$ cat config.mk
export PLATFORM = sky130hd
export DESIGN_NAME = vid_pixel_unpacker
export DESIGN_NICKNAME = d
export VERILOG_FILES = /design/src/rtl/vid_pixel_pkg.sv /design/src/rtl/vid_fetch_fifo.sv /design/src/rtl/vid_pixel_unpacker.sv
export SDC_FILE = /design/constraint.sdc
export NUM_CORES = 1
export LEC_CHECK = 0
export CAP_MARGIN = 20
export CORE_MARGIN = 5
export CORE_UTILIZATION = 45
export DETAILED_ROUTE_END_ITERATION = 6
export GPL_ROUTABILITY_DRIVEN = 0
export GPL_TIMING_DRIVEN = 0
export SLEW_MARGIN = 20
export SYNTH_ARGS = -nofsm -noshare
export SYNTH_HDL_FRONTEND = slang
export SYNTH_SLANG_ARGS = --single-unit
export TNS_END_PERCENT = 10
$ cat constraint.sdc
create_clock -name clk -period 5.5 [get_ports clk]
set_input_delay 1.1 -clock clk [delete_from_list [all_inputs] [get_ports clk]]
set_output_delay 1.1 -clock clk [all_outputs]
set_load 0.1 [all_outputs]
$ cat src/rtl/vid_pixel_pkg.sv
// Shared types and helpers for the pixel unpacker.
// Provides the bits-per-pixel enum, its width decode and the identity palette seed.
// No ports; imported by vid_fetch_fifo and vid_pixel_unpacker.
package vid_pixel_pkg;

  typedef enum logic [1:0] {
    BPP1 = 2'd0,
    BPP2 = 2'd1,
    BPP4 = 2'd2
  } bpp_e;

  // The reserved encoding 3 falls back to 1bpp.
  function automatic bpp_e bpp_decode(logic [1:0] sel);
    case (sel)
      2'd1:    return BPP2;
      2'd2:    return BPP4;
      default: return BPP1;
    endcase
  endfunction

  function automatic logic [2:0] bpp_bits(bpp_e b);
    case (b)
      BPP2:    return 3'd2;
      BPP4:    return 3'd4;
      default: return 3'd1;
    endcase
  endfunction

  // Identity palette seed: entry i holds colour i.
  function automatic logic [7:0] pal_ident(int unsigned i);
    return 8'(i);
  endfunction

endpackage

$ cat src/rtl/vid_fetch_fifo.sv
// Small synchronous FIFO buffering VRAM fetch words ahead of the pixel shifter.
// Ports: clk/reset, push_i+data_i write side, pop_i read side with data_o as
// the combinational head word, full_o/empty_o status. Pushes when full and pops when empty are ignored.
module vid_fetch_fifo
  import vid_pixel_pkg::*;
#(
  parameter int WORD_W     = 16,
  parameter int FIFO_DEPTH = 2
) (
  input  logic              clk,
  input  logic              reset,
  input  logic              push_i,
  input  logic [WORD_W-1:0] data_i,
  input  logic              pop_i,
  output logic [WORD_W-1:0] data_o,
  output logic              full_o,
  output logic              empty_o
);

  localparam int AW = (FIFO_DEPTH > 1) ? $clog2(FIFO_DEPTH) : 1;

  logic [WORD_W-1:0] mem_q [FIFO_DEPTH];
  logic [AW-1:0]     wr_ptr_q, rd_ptr_q;
  logic [AW:0]       count_q;
  logic              push_ok, pop_ok;

  assign full_o  = (count_q == (AW+1)'(FIFO_DEPTH));
  assign empty_o = (count_q == '0);
  assign push_ok = push_i && !full_o;
  assign pop_ok  = pop_i && !empty_o;
  assign data_o  = mem_q[rd_ptr_q];

  // Pointers wrap naturally because the depth is a power of two.
  always_ff @(posedge clk) begin
    if (reset) begin
      wr_ptr_q <= '0;
      rd_ptr_q <= '0;
      count_q  <= '0;
    end else begin
      if (push_ok) wr_ptr_q <= wr_ptr_q + 1'b1;
      if (pop_ok)  rd_ptr_q <= rd_ptr_q + 1'b1;
      case ({push_ok, pop_ok})
        2'b10:   count_q <= count_q + 1'b1;
        2'b01:   count_q <= count_q - 1'b1;
        default: count_q <= count_q;
      endcase
    end
  end

  always_ff @(posedge clk) begin
    if (push_ok) mem_q[wr_ptr_q] <= data_i;
  end

endmodule

$ cat src/rtl/vid_pixel_unpacker.sv
// Serialises packed VRAM words at 1/2/4 bpp (MSB first), maps through a palette, drives border outside display.
// Ports: fetch_* valid/ready input into FIFO; pix_ce/bpp_sel/display_enable/border_color control;
// pal_* palette write; video registered colour; underrun sticky. Optional pix_double via VID_PIX_DOUBLE_EN.
module vid_pixel_unpacker
  import vid_pixel_pkg::*;
#(
  parameter int WORD_W     = 16,
  parameter int FIFO_DEPTH = 2,
  parameter int COLOR_W    = 4,
  parameter int PAL_DEPTH  = 16
) (
  input  logic               clk,
  input  logic               reset,
  input  logic               pix_ce,
  input  logic [1:0]         bpp_sel,
  input  logic [WORD_W-1:0]  fetch_data,
  input  logic               fetch_valid,
  output logic               fetch_ready,
  input  logic               display_enable,
  input  logic [COLOR_W-1:0] border_color,
  input  logic               pal_we,
  input  logic [COLOR_W-1:0] pal_addr,
  input  logic [COLOR_W-1:0] pal_wdata,
`ifdef VID_PIX_DOUBLE_EN
  input  logic               pix_double,
`endif
  output logic [COLOR_W-1:0] video,
  output logic               underrun
);

  localparam int CW = $clog2(WORD_W + 1);

  logic [WORD_W-1:0]  fifo_head;
  logic               fifo_full, fifo_empty;

  logic [WORD_W-1:0]  sh_q, sh_d, src_word;
  logic [CW-1:0]      cnt_q, cnt_d, src_cnt;
  bpp_e               bpp_q, bpp_d;
  logic               de_q;
  logic [COLOR_W-1:0] video_q, video_d;
  logic               underrun_q;
  logic [COLOR_W-1:0] pal_q [PAL_DEPTH];

  logic               load, emit, starve, line_end, advance;
  logic [2:0]         nbits;
  logic [3:0]         idx4;
  logic [COLOR_W-1:0] pix_idx;

`ifdef VID_PIX_DOUBLE_EN
  logic phase_q, phase_d;
`endif

  assign fetch_ready = !fifo_full;

  vid_fetch_fifo #(
    .WORD_W     (WORD_W),
    .FIFO_DEPTH (FIFO_DEPTH)
  ) u_fifo (
    .clk     (clk),
    .reset   (reset),
    .push_i  (fetch_valid),
    .data_i  (fetch_data),
    .pop_i   (load),
    .data_o  (fifo_head),
    .full_o  (fifo_full),
    .empty_o (fifo_empty)
  );

  always_comb begin
    // Words are only pulled when a pixel is actually needed, so the FIFO
    // fills up during blanking instead of draining into the shifter.
    load     = pix_ce && display_enable && (cnt_q == '0) && !fifo_empty;
    emit     = pix_ce && display_enable && ((cnt_q != '0) || !fifo_empty);
    starve   = pix_ce && display_enable && (cnt_q == '0) && fifo_empty;
    line_end = pix_ce && de_q && !display_enable;

    // A freshly loaded word is emitted from in the same cycle.
    src_word = load ? fifo_head : sh_q;
    src_cnt  = load ? CW'(WORD_W) : cnt_q;
    bpp_d    = load ? bpp_decode(bpp_sel) : bpp_q;
    nbits    = bpp_bits(bpp_d);

    case (bpp_d)
      BPP2:    idx4 = {2'b00, src_word[WORD_W-1 -: 2]};
      BPP4:    idx4 = src_word[WORD_W-1 -: 4];
      default: idx4 = {3'b000, src_word[WORD_W-1]};
    endcase
    pix_idx = COLOR_W'(idx4);

`ifdef VID_PIX_DOUBLE_EN
    // Phase counts as 0 on a load; the word advances only on the second
    // pix_ce of each doubled pixel.
    advance = emit && (!pix_double || (!load && phase_q));
    phase_d = phase_q;
    if (line_end)
      phase_d = 1'b0;
    else if (emit)
      phase_d = pix_double ? (load ? 1'b1 : !phase_q) : 1'b0;
`else
    advance = emit;
`endif

    sh_d  = advance ? (src_word << nbits) : src_word;
    cnt_d = advance ? (src_cnt - CW'(nbits)) : src_cnt;
    if (line_end) cnt_d = '0;

    video_d = emit ? pal_q[pix_idx] : border_color;
  end

  always_ff @(posedge clk) begin
    if (reset) begin
      sh_q       <= '0;
      cnt_q      <= '0;
      bpp_q      <= BPP1;
      de_q       <= 1'b0;
      video_q    <= '0;
      underrun_q <= 1'b0;
    end else if (pix_ce) begin
      sh_q    <= sh_d;
      cnt_q   <= cnt_d;
      bpp_q   <= bpp_d;
      de_q    <= display_enable;
      video_q <= video_d;
      if (starve) underrun_q <= 1'b1;
    end
  end

`ifdef VID_PIX_DOUBLE_EN
  always_ff @(posedge clk) begin
    if (reset)       phase_q <= 1'b0;
    else if (pix_ce) phase_q <= phase_d;
  end
`endif

  // Palette reads above see the pre-write value in a same-cycle write.
  always_ff @(posedge clk) begin
    if (reset) begin
      for (int i = 0; i < PAL_DEPTH; i++) pal_q[i] <= COLOR_W'(pal_ident(i));
    end else if (pal_we) begin
      pal_q[pal_addr] <= pal_wdata;
    end
  end

  assign video    = video_q;
  assign underrun = underrun_q;

endmodule

==> parameters.txt <==
Parameter                              Value

Run status
  Outcome    completed

Floorplan
  Initial Utilization    45.5%
  I/O pins    42
  Die outline width    133 um
  Die Footprint    0.0178 mm^2
  Core area    0.0150 mm^2
  Height of the die    133 um
  Rows    45

Min path
  Worst min path class    register to register

Synthesis
  FFs w/ async S/R, synth    0%
  Distinct cell type count of the synthesized netlist    66
  Mapped Area    0.00684 mm^2
  Yosys warns    0
  Synth Register Bits    130
  Share of Yosys cell area claimed by the top area cell type    42.2%
  Ys flop type    sky130_fd_sc_hd__edfxtp_1
  Part of the Yosys area used for sequential elements    52.1%
  Number of nets in the synthesized netlist    646
  Commonest cells post-synth    96 x sky130_fd_sc_hd__edfxtp_1, 57 x sky130_fd_sc_hd__nor2_1, 34 x sky130_fd_sc_hd__dfxtp_1, 33 x sky130_fd_sc_hd__and2_1, 31 x sky130_fd_sc_hd__or3_1
  Average instance area after synthesis    11.4 um^2
  Cells after Synth    602
  Synth area leader    sky130_fd_sc_hd__edfxtp_1
  Cell with the most instances after synthesis    sky130_fd_sc_hd__edfxtp_1
  Number of flops mapped to enable cells by yosys    96
  Cells taking the most area after synthesis    sky130_fd_sc_hd__edfxtp_1 42%, sky130_fd_sc_hd__dfxtp_1 10%, sky130_fd_sc_hd__mux4_2 4.3%

Worst setup path
  Worst endpoint required time    5.81 ns
  Worst Setup Start Kind    input port
  CP dominant cell by count    sky130_fd_sc_hd__buf_2
  Cell family contributing the most delay on the critical path    buffers and inverters
  Buf+Inv Stages, Crit Path    5
  CP Cell Sequence    clkdlybuf4s50_1, o211a_1, nand3_2, buf_2, a21oi_1, inv_1, ha_1, inv_2, buf_2, nand2_1, nor3_2, o221ai_1, a31oi_1, o21ai_0, o31a_1
  Worst Setup Path Type    input port to register
  Maximum single-stage delay on the critical path    0.61 ns
  Worst-path fanout max    10
  Data arrival time of the critical path    5.45 ns
  Worst-path cell with the longest stage delay    sky130_fd_sc_hd__nor3_2
  Worst Setup End Kind    register

Timing
  Slew at the pin closest to its max-slew limit    0.978 ns
  Setup ws final    0.359 ns
  Number of endpoints failing setup at the final stage    0
  Normalized max-slew margin    34.6%
  Final Max Slew Viols    0
  Unrepaired setup endpoints after global routing    no
  Endpoints failing hold    0
  Max Clk Rate    0.195 GHz
  Part of the cycle the worst path needs    93.5%
  Worst setup skew after layout    0.00736 ns
  Minimum clock period after layout    5.14 ns

Layout
  Area of combinational cells with multiple inputs    0.00306 mm^2
  Proportion of layout cells with a drive suffix above 1    16.2%
  Synth-to-layout area growth    18.5%
  FF+latch area    0.00356 mm^2
  Ant diodes    0
  Nets    705
  Filler Cells Inserted    1336
  Post-layout instance area    0.00811 mm^2

Placement
  Half-perimeter wire length after detailed placement    12900 um
  Post-DP Area    0.00748 mm^2
  Pre-CTS setup slack    -0.0560 ns
  Port bufs    39

Global route
  Vias in the first global route    5145
  GRT Util Overall    20.4%
  Largest net degree at the start of global routing    17
  Number of antenna violations at the first check in global routing    0
  Wire length of the first global-routing pass    27900 um
  Overflow left after global routing    0

CTS
  H-tree levels    4
  Clock Pin Slew Worst Setup and Hold Paths    0.06 ns
  Insertion delay of the later-clocked pin in the worst-skew pair    0.43 ns
  Number of buffers added by the clock tree synthesis step    17
  Post-cts sizing count    0
  CTS tree    built
  Number of buffers inserted to repair setup after CTS    0
  Clock Sink Count    130
  # hold bufs at CTS    0
  Clock buffer depth    2
  Master cell of the clock root buffer    sky130_fd_sc_hd__clkbuf_16

Power
  Share of total power in sequential cells    37.7%
  Combinational share of power    26.4%
  Power share of the clock group    35.8%
  Total power consumption of the routed design    0.00332 W
  Total net switching power    0.00102 W
  Lkg Pwr    2.80 nW
  Power density over cell area    410 mW/mm^2
  Max rail drop VDD    0.000212 V
  Switching part of the total power    30.7%
  Power Internal    0.00231 W

Route
  Vias after detailed routing    5038
  Router iterations before antenna repair    5
  Vias per std cell    5.84
  Number of DRC violations after detailed-routing iteration 0    272
  Wire per inst    20.3 um
  Post-detailed-route count of antenna-violating nets    0
  Wire length after detailed routing    17500 um
  Final routed DRC violation total    0

Job
  Max-cap violations    0
==> worst min-delay path, stage by stage, from the launching register on <==
cell,delay (ns)
sky130_fd_sc_hd__dfxtp_1,0.30
sky130_fd_sc_hd__nand2b_1,0.06
sky130_fd_sc_hd__a21oi_1,0.06
==> cell type report <==
class / count / share of cell area [%]
Clock inverter: 10 / 1.95
Tap cell: 188 / 2.90
Timing Repair Buffer: 40 / 4.96
Inverter: 10 / 0.479
Sequential cell: 130 / 44.0
Multi-Input combinational cell: 419 / 37.8
Clock buffer: 22 / 5.73
Buffer: 43 / 2.27
==> per-layer routing <==
metal  wire length (um)  vias to the layer above  track usage [%]
li1                   -                     2388                -
met1               7230                     2500             23.6
met2               9100                      117             36.5
met3                653                       33             4.53
met4                485                        0             8.57
met5                  0                        -                0
==> placed cells by master (no fill, tap or decap), drive strengths merged, types with 13 or more instances in the layout <==
master and instances:
mux2i 30, a31oi 14, nor2 58, buf 14, nor3 21, clkdlybuf4s50 39, a211oi 13, o21ai 23
a21oi 17, or2 16, mux2 24, clkbuf 52, edfxtp 96, nand3 24, mux4 15, or3 31
and2 33, nand2 20, dfxtp 34
==> power by group through the flow <==
stage | clock, W | combinational (W) | sequential [W]
finish | 0.00119 | 0.000879 | 0.00125
global route | 0.00124 | 0.000961 | 0.00127
CTS | 0.00120 | 0.000876 | 0.00125
detailed placement | 0 | 0.000867 | 0.00127
global placement | 0 | 0.000850 | 0.00127
floorplan | 0 | 0.000588 | 0.00131
==> stage by stage <==
stage,hold slack (ns),std cells,TNS (ns),util (%)
5_1_grt,0.507,862,0,53.9
6_report,0.472,862,0,53.9
3_3_place_gp,0.457,829,0,49.7
2_1_floorplan,0.439,602,0,-
3_5_place_dp,0.462,830,-0.0770,49.7
4_1_cts,0.472,862,0,53.9
==> cell families after synthesis <==
kind of cell / synth area share, %
buffers and inverters: 3.26
DFF: 52.1
adders and majority gates: 1.57
AOI/OAI and AO/OA: 11.0
xor gates and xnor gates: 0.768
muxes: 13.4
and+or+nand+nor: 17.9
==> final timing paths <==
kind | cells past startpoint | slack, ns | endpoint | start
hold / removal | 2 | 0.47 | de_q$_SDFFE_PP0P_ | de_q$_SDFFE_PP0P_
setup reg to reg | 14 | 1.03 | video[0]$_SDFFE_PP0P_ | cnt_q[1]$_SDFFE_PP0P_
setup / recovery | 15 | 0.36 | video[0]$_SDFFE_PP0P_ | display_enable
hold reg to reg | 2 | 0.47 | de_q$_SDFFE_PP0P_ | de_q$_SDFFE_PP0P_
==> flip-flops by register name, summed over array words and instances (netlist names), named ones only <==
signal / flops
sh_q: 16
cnt_q: 5
de_q: 1
pal_q: 64
u_fifo.rd_ptr_q: 1
underrun: 1
u_fifo.count_q: 2
u_fifo.mem_q: 32
u_fifo.wr_ptr_q: 1
bpp_q: 2
video: 4
Note: power is estimated with default switching activity, not from simulation.
